$ cat config.mk
export PLATFORM = sky130hd
export DESIGN_NAME = dmem_arbiter
export DESIGN_NICKNAME = d
export VERILOG_FILES = /design/src/rtl/pcpu_pkg.sv /design/src/rtl/dmem_rsp_pipe.sv /design/src/rtl/dmem_arbiter.sv
export SDC_FILE = /design/constraint.sdc
export NUM_CORES = 1
export LEC_CHECK = 0
export ABC_AREA = 1
export CORE_UTILIZATION = 36
export CTS_CLUSTER_DIAMETER = 100
export DETAILED_ROUTE_END_ITERATION = 16
export PLACE_DENSITY = 0.85
export SKIP_LAST_GASP = 1
export SYNTH_ARGS = -nofsm -noshare
export SYNTH_HDL_FRONTEND = slang
export SYNTH_SLANG_ARGS = --single-unit
$ cat constraint.sdc
create_clock -name clock -period 2.19 [get_ports clock]
set_input_delay 0.219 -clock clock [delete_from_list [all_inputs] [get_ports clock]]
set_output_delay 0.219 -clock clock [all_outputs]
set_load 0.02 [all_outputs]
$ cat src/rtl/pcpu_pkg.sv
// Shared definitions for the processor data-memory path: requester owner
// encodings, the default loader starvation bound and the response tag type.
package pcpu_pkg;

   localparam logic OWN_CPU = 1'b0;
   localparam logic OWN_LDR = 1'b1;

   localparam int STARVE_MAX_DEFAULT = 4;

   // One entry of the read-response routing pipeline.
   typedef struct packed {
      logic valid;
      logic owner;
   } rsp_tag_t;

   localparam rsp_tag_t TAG_IDLE = '{valid: 1'b0, owner: 1'b0};

endpackage

$ cat src/rtl/dmem_rsp_pipe.sv
// Read-response pipeline: carries (valid, owner) of each granted read for two
// cycles so the memory's registered data returns to the port that asked.
module dmem_rsp_pipe
   import pcpu_pkg::*;
(
   input  logic        clock,
   input  logic        reset,
   input  logic        issue_valid,
   input  logic        issue_owner,
   input  logic [15:0] d_datain,
   output logic        c_rvalid,
   output logic [15:0] c_rdata,
   output logic        l_rvalid,
   output logic [15:0] l_rdata
);

   rsp_tag_t tag_a;   // read issued last cycle, memory data arriving now
   rsp_tag_t tag_b;   // read whose data is being presented this cycle

   // Stage A: remember the read issued in the grant cycle.
   always_ff @(posedge clock or posedge reset) begin
      if (reset) begin
         tag_a <= TAG_IDLE;
      end else begin
         tag_a <= '{valid: issue_valid, owner: issue_owner};
      end
   end

   // Stage B: advance the tag alongside the captured read data.
   always_ff @(posedge clock or posedge reset) begin
      if (reset) begin
         tag_b <= TAG_IDLE;
      end else begin
         tag_b <= tag_a;
      end
   end

   // Capture memory data into the owning port; the other port keeps its value.
   always_ff @(posedge clock or posedge reset) begin
      if (reset) begin
         c_rdata <= 16'h0000;
         l_rdata <= 16'h0000;
      end else if (tag_a.valid) begin
         if (tag_a.owner == OWN_LDR) begin
            l_rdata <= d_datain;
         end else begin
            c_rdata <= d_datain;
         end
      end else begin
         c_rdata <= c_rdata;
         l_rdata <= l_rdata;
      end
   end

   assign c_rvalid = tag_b.valid && (tag_b.owner == OWN_CPU);
   assign l_rvalid = tag_b.valid && (tag_b.owner == OWN_LDR);

endmodule

$ cat src/rtl/dmem_arbiter.sv
// Data-memory arbiter between the CPU MEM stage and a debug/DMA loader.
// The CPU has priority, but the loader is guaranteed a slot once it has
// waited STARVE_MAX consecutive cycles behind the CPU.
module dmem_arbiter
   import pcpu_pkg::*;
#(
   parameter int STARVE_MAX = STARVE_MAX_DEFAULT,
   parameter int ADDR_W     = 16
) (
   input  logic              clock,
   input  logic              reset,
   input  logic              c_req,
   input  logic              c_we,
   input  logic [ADDR_W-1:0] c_addr,
   input  logic [15:0]       c_wdata,
   output logic              c_gnt,
   output logic              c_rvalid,
   output logic [15:0]       c_rdata,
   input  logic              l_req,
   input  logic              l_we,
   input  logic [ADDR_W-1:0] l_addr,
   input  logic [15:0]       l_wdata,
   output logic              l_gnt,
   output logic              l_rvalid,
   output logic [15:0]       l_rdata,
   output logic [ADDR_W-1:0] d_addr,
   output logic [15:0]       d_dataout,
   output logic              d_we,
   input  logic [15:0]       d_datain
);

   localparam int CNT_W = (STARVE_MAX > 0) ? $clog2(STARVE_MAX + 1) : 1;
   localparam logic [CNT_W-1:0] STARVE_LIM = CNT_W'(STARVE_MAX);
   localparam logic [CNT_W-1:0] CNT_ONE    = CNT_W'(1);
   localparam logic [CNT_W-1:0] CNT_ZERO   = CNT_W'(0);

   logic [CNT_W-1:0] starve_cnt;
   logic             issue_valid;
   logic             issue_owner;

   // Grant decision: CPU first unless the loader has hit its waiting limit.
   always_comb begin
      c_gnt = 1'b0;
      l_gnt = 1'b0;
      if (reset) begin
         c_gnt = 1'b0;
         l_gnt = 1'b0;
      end else if (c_req && l_req) begin
         if (starve_cnt == STARVE_LIM) begin
            l_gnt = 1'b1;
         end else begin
            c_gnt = 1'b1;
         end
      end else if (c_req) begin
         c_gnt = 1'b1;
      end else if (l_req) begin
         l_gnt = 1'b1;
      end else begin
         c_gnt = 1'b0;
         l_gnt = 1'b0;
      end
   end

   // Count consecutive cycles the loader has been held off by the CPU.
   always_ff @(posedge clock or posedge reset) begin
      if (reset) begin
         starve_cnt <= CNT_ZERO;
      end else if (l_gnt || !l_req) begin
         starve_cnt <= CNT_ZERO;
      end else if (c_gnt && (starve_cnt != STARVE_LIM)) begin
         starve_cnt <= starve_cnt + CNT_ONE;
      end else begin
         starve_cnt <= starve_cnt;
      end
   end

   // Steer the granted requester's fields onto the memory port.
   always_comb begin
      d_addr    = c_addr;
      d_dataout = c_wdata;
      d_we      = 1'b0;
      if (l_gnt) begin
         d_addr    = l_addr;
         d_dataout = l_wdata;
         d_we      = l_we;
      end else if (c_gnt) begin
         d_we      = c_we;
      end else begin
         d_we      = 1'b0;
      end
   end

   assign issue_valid = (c_gnt && !c_we) || (l_gnt && !l_we);
   assign issue_owner = l_gnt ? OWN_LDR : OWN_CPU;

   dmem_rsp_pipe u_rsp_pipe (
      .clock       (clock),
      .reset       (reset),
      .issue_valid (issue_valid),
      .issue_owner (issue_owner),
      .d_datain    (d_datain),
      .c_rvalid    (c_rvalid),
      .c_rdata     (c_rdata),
      .l_rvalid    (l_rvalid),
      .l_rdata     (l_rdata)
   );

endmodule

==> qor.yml <==
floorplan:
  dieHeight_um: 77.2
  initial_utilization_pct: 37.2
  ios: 155
  total_die_area_mm2: 0.00596
  rows: 27
  core-area_mm2: 0.00547
  die-width_um: 77.2
detailed_routing:
  first_pass_iters: 4
  avgRoutedWirePerCell_um: 13.6
  postRouteWirelength_mm: 6.76
  postRouteAntennaNets: 0
  avgViaCountPerCell: 4.63
  route.detailed.drc: 0
  dr.first_iter.drc_count: 69
  num_vias: 2306
cts:
  cts.htree.levels: 2
  tritoncts_clock_tree: "done"
  cts_max_path_buffers: 2
  clk_transition_reported_paths_ns: 0.07
  clock_insertion_delay_worst_skew_ns: 0.29
  clkSinkCount: 39
  post_cts_buffers: 0
  clock_tree.root_cell: "clkbuf_8"
  cts_made_buffers: 5
sta:
  timing_worst_slew_pin_value_ns: 0.883
  post-route-period-util_pct: 95.6
  setup_tns_ns: 0
  fin_crit_ns: 2.09
  relSlewSlack_pct: 41.0
  timing.final.hold_violations: 0
  final.setup.worst_slack_ns: 0.0961
  grt_setup_unrepaired: "no"
  report.final.setup_viol: 0
  fin_skew_ns: 0.00547
  slew_viol_final: 0
  fmax_mhz: 478
critical_path:
  worst_setup_path_start_kind: "flop"
  endpoint_kind: "primary output"
  setup.reg_to_reg.worst_slack_ns: 0.68
  worst_r2r_startpoint: "u_rsp_pipe.tag_a[0]"
  worst-r2r-cell-count: 3
  data_required_time_at_the_worst_endpoint_ns: 1.97
  worstPathArrival_ns: 1.87
  reg2reg_to: "u_rsp_pipe.c_rdata[1]"
  crit_type: "flop to primary output"
  critical_path_peak_fanout: 35
placement:
  place_hpwl_mm: 5.36
  port_buffers: 154
  placedCellCount: 490
  gpl.final_weighted_congestion: 0.934
  detailedPlace.worstSlack_ns: -0.0252
logic_synthesis:
  post_synth_inst_count: 275
  synth_mux_area_share_pct: 0
  synth_seq_area_share_pct: 47.9
  synth.avg_cell_area_um2: 7.41
  post_synth_fa_ha_maj_area_fraction_pct: 1.23
  mappedNetlistArea_mm2: 0.00204
  synth-compound-area-share_pct: 7.86
  synth_warnings: 0
  postSynthNetCount: 363
  post_synth_and_or_nand_nor_area_fraction_pct: 32.7
  yosys.area_share.xor_xnor_pct: 0
  synth_top_family_by_area: "simple AND/OR/NAND/NOR gates"
  synth.ff_latch_count: 39
  synth_cell_types: 15
global_routing:
  antenna_found_initial: 0
  grt-ovfl-total: 0
  groute.usage.overall_pct: 23.2
  maximum_number_of_pins_on_one_net_before_global_route_repair: 40
  first_global_vias: 2301
  grt_pass1_wl_mm: 10.7
final_layout:
  final_net_count: 513
  finish.cell_count_without_fillers: 498
  finish.utilization_pct: 67.1
  final_layout_size_suffix_gt1_share_pct: 6.57
  antenna_cells: 0
  syn_to_final_growth_pct: 80.4
flow_run:
  timing.max_cap.violations: 0
hold_path:
  min-delay-path-class: "flop to flop"
  worstHoldPathCells: 0
  hold_start: "u_rsp_pipe.tag_a[1]"
  min_to: "u_rsp_pipe.tag_b[1]"
power_and_ir_drop:
  vdd.ir_drop.worst_mv: 0.444
  power_leakage_nw: 1.86
  power.density_cell_area_mw_per_mm2: 691
status:
  run_status: "completed"
## power breakdown
group	switching, mW	total, mW	internal (mW)
logic	0.503	1.01	0.505
clock network	0.250	0.589	0.339
registers	0.0768	0.943	0.866
total	0.830	2.54	1.71
## how the worst max path moves through the flow
stage                  startpoint       endpoint  slack, ns
detailed placement          reset  d_dataout[15]      -0.03
finish              starve_cnt[0]      d_addr[0]        0.1
CTS                 starve_cnt[0]  d_dataout[15]      -0.25
floorplan                   reset     d_addr[11]       0.57
global placement            reset  d_dataout[15]      -0.02
global route        starve_cnt[0]  d_dataout[13]     0.0006
## flip-flops by register name, indices dropped and copies added (netlist names)
name and cells:
starve_cnt 3, u_rsp_pipe.c_rdata 16, u_rsp_pipe.tag_a 2, u_rsp_pipe.tag_b 2, u_rsp_pipe.l_rdata 16
## worst max-delay path: stages (launching register included)
cell and delay (ns):
dfrtp_1 0.40, inv_1 0.09, ha_1 0.19, nand2_2 0.08
nand2_4 0.11, buf_12 0.19, nand3_1 0.10, nand2_1 0.08
dlygate4sd2_1 0.33
## repair_timing
item                                   in CTS  in global routing
setup endpoints to repair                  34                 24
resized for setup                          34                 35
endpoints found under the hold margin       0                  0
hold buffers                                0                  0
## synth_stat cells
master	number	area share, %
nand2_1	114	21
dfrtp_1	39	48
nand3_1	35	8.6
o21ai_0	32	7.9
inv_1	26	4.8
buf_4	6	2.2
nor2_1	5	0.92
buf_2	3	0.74
buf_6	3	1.7
clkbuf_1	3	0.55
ha_1	2	1.2
inv_2	2	0.37
nand2_4	2	1.1
nand3b_1	2	0.74
nand2_2	1	0.31
## cells by family after synthesis
family | Yosys count
simple gates | 159
flops | 39
compound gates | 32
buf+inv | 43
fa+ha+maj | 2
## cells in the final DEF, fill, tap and decap left out, drive strengths merged, types with 4 or more instances in the layout
cell | Yosys | layout
inv | 28 | 28
dlygate4sd2 | 0 | 10
nor2 | 5 | 5
nand3 | 35 | 35
buf | 12 | 4
o21ai | 32 | 32
clkbuf | 3 | 16
clkdlybuf4s50 | 0 | 120
nand2 | 117 | 117
clkdlybuf4s15 | 0 | 12
dfrtp | 39 | 39
## per-layer routing
| layer | wire length [µm] | track usage, % | vias up |
|---|---|---|---|
| met3 | 575 | 6.67 | 11 |
| met5 | 0 | 0 | - |
| met2 | 3460 | 42.6 | 111 |
| met1 | 2540 | 24.8 | 1030 |
| met4 | 188 | 9.06 | 0 |
| li1 | - | - | 1154 |
## layout make-up
type | instances | area (µm²)
clock inverter | 3 | 43.8
inverter | 28 | 105
multi-input combinational | 193 | 860
timing repair buffer | 158 | 1530
fill | 464 | 1800
tap | 72 | 90.1
clock buffer | 5 | 68.8
sequential | 39 | 976
## stage by stage
| step | area [µm²] | power (mW) | hold WS (ns) |
|---|---|---|---|
| after floorplan | 2040 | 1.40 | 0.202 |
| after CTS | 3700 | 2.57 | 0.411 |
| final | 3670 | 2.54 | 0.407 |
| after global routing | 3670 | 2.68 | 0.421 |
| after global placement | 3620 | 1.97 | 0.387 |
| after detailed placement | 3620 | 2.00 | 0.393 |
(Power assumes the default switching activity.)
